$ cat src/rtl/addr_arbiter_if.sv
// Bus bundle between the requesters, the shared adder and the result consumer.
// The arbiter takes the slave view and the requester/consumer side takes the master view.
interface addr_arbiter_if #(
  parameter int N_REQ = 4,
  parameter int W     = 4,
  parameter int ID_W  = $clog2(N_REQ)
);
  logic               en;
  logic [N_REQ-1:0]   req_valid;
  logic [N_REQ*W-1:0] req_a;
  logic [N_REQ*W-1:0] req_b;
  logic [N_REQ-1:0]   req_ready;
  logic [W-1:0]       add_a_o;
  logic [W-1:0]       add_b_o;
  logic [W:0]         add_c_i;
  logic               rsp_valid;
  logic [ID_W-1:0]    rsp_id;
  logic [W:0]         rsp_sum;
  logic               rsp_ready;
  logic               busy;

  modport slave (
    input  en, req_valid, req_a, req_b, add_c_i, rsp_ready,
    output req_ready, add_a_o, add_b_o, rsp_valid, rsp_id, rsp_sum, busy
  );

  modport master (
    output en, req_valid, req_a, req_b, add_c_i, rsp_ready,
    input  req_ready, add_a_o, add_b_o, rsp_valid, rsp_id, rsp_sum, busy
  );
endinterface

$ cat src/rtl/addr_arbiter.sv
// Round-robin scheduler sharing one registered adder among N_REQ requesters;
// results come back tagged with the index of the requester that issued them.
module addr_arbiter #(
  parameter int N_REQ   = 4,
  parameter int W       = 4,
  parameter int ADD_LAT = 1,
  parameter int ID_W    = $clog2(N_REQ)
) (
  input  logic           clk,
  input  logic           rst,
  addr_arbiter_if.slave  bus
);

  localparam int CNT_W = 3;

  typedef enum logic [1:0] {
    IDLE  = 2'd0,
    ISSUE = 2'd1,
    WAIT  = 2'd2,
    RESP  = 2'd3
  } state_t;

  state_t          state;
  logic [ID_W-1:0] ptr;
  logic [CNT_W-1:0] cnt;
  logic [W-1:0]    op_a;
  logic [W-1:0]    op_b;
  logic [ID_W-1:0] id_q;
  logic [W:0]      sum_q;
  logic            rsp_valid_q;
  logic            busy_q;

  logic            found;
  logic [ID_W-1:0] winner;
  logic [ID_W:0]   idx;
  logic            grant;
  logic [ID_W-1:0] next_ptr;

  // Search upward from ptr with wrap; idx is one bit wider so ptr+k cannot overflow.
  always_comb begin
    found  = 1'b0;
    winner = '0;
    idx    = '0;
    for (int k = 0; k < N_REQ; k++) begin
      idx = {1'b0, ptr} + (ID_W+1)'(k);
      if (idx >= (ID_W+1)'(N_REQ)) begin
        idx = idx - (ID_W+1)'(N_REQ);
      end
      if (!found && bus.req_valid[idx[ID_W-1:0]]) begin
        found  = 1'b1;
        winner = idx[ID_W-1:0];
      end
    end
  end

  assign grant    = bus.en && (state == IDLE) && found;
  assign next_ptr = (winner == ID_W'(N_REQ-1)) ? '0 : winner + ID_W'(1);

  always_comb begin
    bus.req_ready = '0;
    if (grant) begin
      bus.req_ready[winner] = 1'b1;
    end
  end

  always_ff @(posedge clk or posedge rst) begin
    if (rst) begin
      state       <= IDLE;
      ptr         <= '0;
      cnt         <= '0;
      op_a        <= '0;
      op_b        <= '0;
      id_q        <= '0;
      sum_q       <= '0;
      rsp_valid_q <= 1'b0;
      busy_q      <= 1'b0;
    end else begin
      case (state)
        IDLE: begin
          if (grant) begin
            op_a   <= bus.req_a[int'(winner)*W +: W];
            op_b   <= bus.req_b[int'(winner)*W +: W];
            id_q   <= winner;
            ptr    <= next_ptr;
            busy_q <= 1'b1;
            state  <= ISSUE;
          end
        end
        ISSUE: begin
          cnt   <= CNT_W'(ADD_LAT);
          state <= WAIT;
        end
        WAIT: begin
          // The adder output is trusted only once the latency countdown has expired.
          if (cnt != '0) begin
            cnt <= cnt - CNT_W'(1);
          end else begin
            sum_q       <= bus.add_c_i;
            rsp_valid_q <= 1'b1;
            state       <= RESP;
          end
        end
        RESP: begin
          if (bus.rsp_ready) begin
            rsp_valid_q <= 1'b0;
            busy_q      <= 1'b0;
            state       <= IDLE;
          end
        end
        default: state <= IDLE;
      endcase
    end
  end

  assign bus.add_a_o   = op_a;
  assign bus.add_b_o   = op_b;
  assign bus.rsp_valid = rsp_valid_q;
  assign bus.rsp_id    = id_q;
  assign bus.rsp_sum   = sum_q;
  assign bus.busy      = busy_q;

endmodule

$ cat src/flat_wrapper.sv
// flat-port wrapper written by rule: the top's interface ports become plain ports
module addr_arbiter_flat 
#(
  parameter int N_REQ   = 4,
  parameter int W       = 4,
  parameter int ADD_LAT = 1,
  parameter int ID_W    = $clog2(N_REQ)
)
  (clk, rst, bus_en, bus_req_valid, bus_req_a, bus_req_b, bus_add_c_i, bus_rsp_ready, bus_req_ready, bus_add_a_o, bus_add_b_o, bus_rsp_valid, bus_rsp_id, bus_rsp_sum, bus_busy);
  addr_arbiter_if #(.N_REQ(N_REQ), .W(W), .ID_W(ID_W)) bus_i ();
  input  logic clk;
  input  logic rst;
  input wire logic [$bits(bus_i.en)-1:0] bus_en;
  input wire logic [$bits(bus_i.req_valid)-1:0] bus_req_valid;
  input wire logic [$bits(bus_i.req_a)-1:0] bus_req_a;
  input wire logic [$bits(bus_i.req_b)-1:0] bus_req_b;
  input wire logic [$bits(bus_i.add_c_i)-1:0] bus_add_c_i;
  input wire logic [$bits(bus_i.rsp_ready)-1:0] bus_rsp_ready;
  output wire logic [$bits(bus_i.req_ready)-1:0] bus_req_ready;
  output wire logic [$bits(bus_i.add_a_o)-1:0] bus_add_a_o;
  output wire logic [$bits(bus_i.add_b_o)-1:0] bus_add_b_o;
  output wire logic [$bits(bus_i.rsp_valid)-1:0] bus_rsp_valid;
  output wire logic [$bits(bus_i.rsp_id)-1:0] bus_rsp_id;
  output wire logic [$bits(bus_i.rsp_sum)-1:0] bus_rsp_sum;
  output wire logic [$bits(bus_i.busy)-1:0] bus_busy;
  assign bus_i.en = bus_en;
  assign bus_i.req_valid = bus_req_valid;
  assign bus_i.req_a = bus_req_a;
  assign bus_i.req_b = bus_req_b;
  assign bus_i.add_c_i = bus_add_c_i;
  assign bus_i.rsp_ready = bus_rsp_ready;
  assign bus_req_ready = bus_i.req_ready;
  assign bus_add_a_o = bus_i.add_a_o;
  assign bus_add_b_o = bus_i.add_b_o;
  assign bus_rsp_valid = bus_i.rsp_valid;
  assign bus_rsp_id = bus_i.rsp_id;
  assign bus_rsp_sum = bus_i.rsp_sum;
  assign bus_busy = bus_i.busy;
  addr_arbiter #(.N_REQ(N_REQ), .W(W), .ADD_LAT(ADD_LAT), .ID_W(ID_W)) u_core (.clk(clk), .rst(rst), .bus(bus_i));
endmodule
$ cat config.mk
export PLATFORM = sky130hd
export DESIGN_NAME = addr_arbiter_flat
export DESIGN_NICKNAME = d
export VERILOG_FILES = /design/src/rtl/addr_arbiter_if.sv /design/src/rtl/addr_arbiter.sv /design/src/flat_wrapper.sv
export SDC_FILE = /design/constraint.sdc
export NUM_CORES = 1
export LEC_CHECK = 0
export ABC_AREA = 1
export CORE_ASPECT_RATIO = 1.25
export CORE_UTILIZATION = 28
export CTS_CLUSTER_SIZE = 20
export DETAILED_ROUTE_END_ITERATION = 8
export GPL_ROUTABILITY_DRIVEN = 1
export HOLD_SLACK_MARGIN = 0.15
export PLACE_DENSITY = 0.55
export RECOVER_POWER = 25
export SKIP_CTS_REPAIR_TIMING = 1
export SYNTH_ARGS = -nofsm -noshare
export SYNTH_HDL_FRONTEND = slang
export SYNTH_SLANG_ARGS = --single-unit
$ cat constraint.sdc
create_clock -name clk -period 2.6 [get_ports clk]
set_input_delay 0.52 -clock clk [delete_from_list [all_inputs] [get_ports clk]]
set_output_delay 0.52 -clock clk [all_outputs]
set_load 0.01 [all_outputs]
==> summary.log <==
qor: yosys.syn-cell-area 0.00174 mm^2
qor: grt.grt_start_max_net_pins 25
qor: power.powerDensity 1380 mW/mm^2
qor: setup_path.startpoint_type flop
qor: yosys.post_synth.cell_area_avg 6.63 um^2
qor: timing.tightestPinTransition 1.34 ns
qor: route.remaining_drc_errors 0
qor: yosys.post-synth-top-area-cell dfrtp_1
qor: power.leakage_power_figure 1.49 nW
qor: timing.hold_viol_final 0
qor: floorplanning.floorplan.die_area 0.00653 mm^2
qor: final_layout.layout.nets 408
qor: outcome.outcome finished, final reports clean
qor: clock_tree.clkSlewWorstSetupHoldPaths 0.09 ns
qor: grt.grt_use_total 13.8%
qor: final_layout.syn_to_final_growth 63.3%
qor: setup_path.r2r_cells 17
qor: final_layout.finalCoreUtilization 48.1%
qor: yosys.synthesis.instances 262
qor: setup_path.cp_max_fo 5
qor: clock_tree.inserted_clock_buffers 3
qor: yosys.yosys-top-cells-count nand2_1, inv_1, dfrtp_1, nand3_1, ha_1
qor: yosys.synth.area.top_cells dfrtp_1, nand2_1, ha_1
qor: yosys.yosys_warnings 0
qor: run.timing.max_cap.violations 0
qor: timing.clock_skew 0.00834 ns
qor: route.drtPass1Iterations 4
qor: floorplanning.core_area 0.00590 mm^2
qor: placed_design.io_buffers 65
qor: grt.first_global_vias 1624
qor: clock_tree.htreeDepth 1
qor: timing.slew-limit-headroom 10.8%
qor: setup_path.cp_cell_sequence buf_6 > nand2_4 > nand2_4 > nand2_2 > nand2_2 > nor2_4 > nand3_4 > nand3_4 > inv_2 > buf_4 > ha_1 > inv_1 > nor2_1 > buf_2
qor: floorplanning.die_width 72.5 um
qor: grt.grt_pass1_wl 7180 um
qor: floorplanning.initial_core_util 29.5%
qor: route.wire_per_inst 11.2 um
qor: route.vias_per_cell 4.28
qor: setup_path.cp_endpoint_kind output pin
qor: yosys.yosys.cell_types.count 21
qor: placed_design.global_placement_routability_congestion 0.802
qor: setup_path.cp_data_required_time 2.08 ns
qor: setup_path.critical_path_cell_count 14
qor: clock_tree.insertion_delay 0.27 ns
qor: setup_path.crit_path_max_incr_delay 0.45 ns
qor: timing.post_route_minimum_period 2.58 ns
qor: yosys.synth_async_sr_flop_share 100%
qor: yosys.synthesis.nets 318
qor: final_layout.diodes 0
qor: worst_hold_path.hp-class flop to flop
qor: grt.number_of_antenna_violations_at_the_first_check_in_global_routing 0
qor: clock_tree.cts_tree built
qor: setup_path.worst_path_dominant_cell_family simple AND/OR/NAND/NOR gates
qor: setup_path.worstPathArrival 2.06 ns
qor: route.detailroute.via_count 1854
qor: timing.slew_viol_final 0
qor: yosys.synth.ff_latch_count 24
qor: placed_design.dpl.hpwl 3500 um
qor: yosys.synth.top_cell.area_share 34.6%
qor: floorplanning.fp.dieH 90.1 um
qor: timing.fmax 387 MHz
qor: floorplanning.io_pins 66
qor: yosys.synth_edf_count 0
qor: route.drt_iter0_markers 76
qor: timing.setup-violations-final 0
qor: grt.overflow 0
qor: clock_tree.cts.sink_count 24
qor: yosys.yosys_most_used_dff dfrtp_1
qor: route.ant_nets 0
qor: final_layout.fillCellCount 646
qor: setup_path.timing.critical_path.slowest_stage_cell dfrtp_2
qor: final_layout.layout_cell_share_with_drive_strength_beyond_1 23.1%
qor: yosys.synth.most_common_cell nand2_1
qor: timing.worst_hold_slack 0.488 ns
qor: setup_path.crit_buf_inv 5
qor: route.postRouteWirelength 4830 um
qor: yosys.synth-seq-area-share 34.6%
qor: worst_hold_path.worst_hold_path.num_cells 2
qor: clock_tree.cts-root-to-sink-buffers 2
qor: timing.rsz0062_at_grt true
qor: clock_tree.clock-root-buffer clkbuf_8
qor: setup_path.crit_type flop to output pin
qor: floorplanning.placementRows 31
qor: power.irDropWorstVdd 0.000565 V
qor: timing.fin_crit_sh 99.3%
[area by class of cell]
class                   instances  area (um^2)  share of cell area [%]
multi-input cells             199         1080                    38.0
repair buffers                 92          857                    30.2
flip-flops and latches         24          603                    21.3
inverters                      32          125                    4.41
well taps                      82          103                    3.62
clock buffers                   3         41.3                    1.46
clock inverters                 1         30.0                    1.06
[per-layer routing]
layer | up-vias | routed length (um) | track usage, %
li1 | 981 | - | -
met1 | 824 | 2120 | 17.9
met2 | 43 | 2400 | 23.4
met3 | 6 | 262 | 2.58
met4 | 0 | 46 | 2.94
met5 | - | 0 | 0
[state kept, by name, summed over array words and instances, names as in the netlist]
register and flops:
u_core.bus.rsp_id 2, u_core.state 2, u_core.ptr 2, u_core.bus.busy 1, u_core.bus.add_a_o 4, u_core.bus.rsp_sum 5, u_core.bus.add_b_o 4, u_core.bus.rsp_valid 1
u_core.cnt 3
[metrics by stage]
stage	worst slack, ns	TNS (ns)	std cells	total power, mW	cell area (um^2)
2_1_floorplan	0.315	0	262	2.27	1740
3_3_place_gp	-0.544	-2.07	420	3.15	2560
3_5_place_dp	-0.560	-2.12	420	3.16	2560
4_1_cts	-0.566	-2.15	424	3.50	2630
5_1_grt	-0.104	-0.363	433	4.32	2840
6_report	0.0190	0	433	3.93	2840
[power breakdown]
part | total (mW) | leakage, nW | switching [mW] | internal (mW)
clock | 0.326 | 0.0357 | 0.120 | 0.206
combinational | 2.94 | 1.16 | 1.61 | 1.33
sequential | 0.666 | 0.294 | 0.111 | 0.555
total | 3.93 | 1.49 | 1.84 | 2.09
[kinds of logic after synthesis]
family          share of synthesized area (%)
buf+inv                                  10.7
compound gates                           5.04
simple gates                             41.8
fa+ha+maj                                7.92
flops                                    34.6
[layout by cell type, fill, tap and decap left out, types with 2 or more instances in the layout]
master | synthesis | final
buf_6 | 3 | 2
clkdlybuf4s50_1 | 0 | 56
nor2_1 | 8 | 7
dfrtp_1 | 24 | 22
nand3_4 | 1 | 2
nor2_4 | 2 | 2
ha_1 | 11 | 9
o21ai_0 | 7 | 7
o22ai_1 | 2 | 2
ha_4 | 0 | 2
nor2_2 | 1 | 2
inv_1 | 27 | 22
dfrtp_2 | 0 | 2
dlymetal6s2s_1 | 0 | 4
buf_2 | 2 | 4
nand2_2 | 7 | 16
nand3_1 | 21 | 16
o21ai_1 | 7 | 7
nand2_4 | 0 | 6
buf_4 | 1 | 22
nand3_2 | 1 | 5
nand2_1 | 129 | 114
clkbuf_8 | 0 | 3
inv_2 | 5 | 8
inv_4 | 0 | 2
[worst min-delay path: cells and delay by family (launching register included)]
kind             cells  cell delay [ns]
DFF                  1             0.35
and+or+nand+nor      2             0.10
[worst paths after layout]
path                                                    from                                end  slack, ns
min in group asynchronous                                rst  u_core.bus.rsp_sum[2]$_DFFE_PP0P_       1.12
min reg2reg                u_core.bus.rsp_sum[4]$_DFFE_PP0P_  u_core.bus.rsp_sum[4]$_DFFE_PP0P_       0.49
max                                u_core.ptr[0]$_DFFE_PP0P_                   bus_req_ready[3]       0.02
max in group asynchronous                                rst          u_core.ptr[1]$_DFFE_PP0P_       0.58
max reg2reg                        u_core.ptr[0]$_DFFE_PP0P_  u_core.bus.add_a_o[2]$_DFFE_PP0P_       0.57
min                        u_core.bus.rsp_sum[4]$_DFFE_PP0P_  u_core.bus.rsp_sum[4]$_DFFE_PP0P_       0.49
Power figures use the tool's default switching activity.
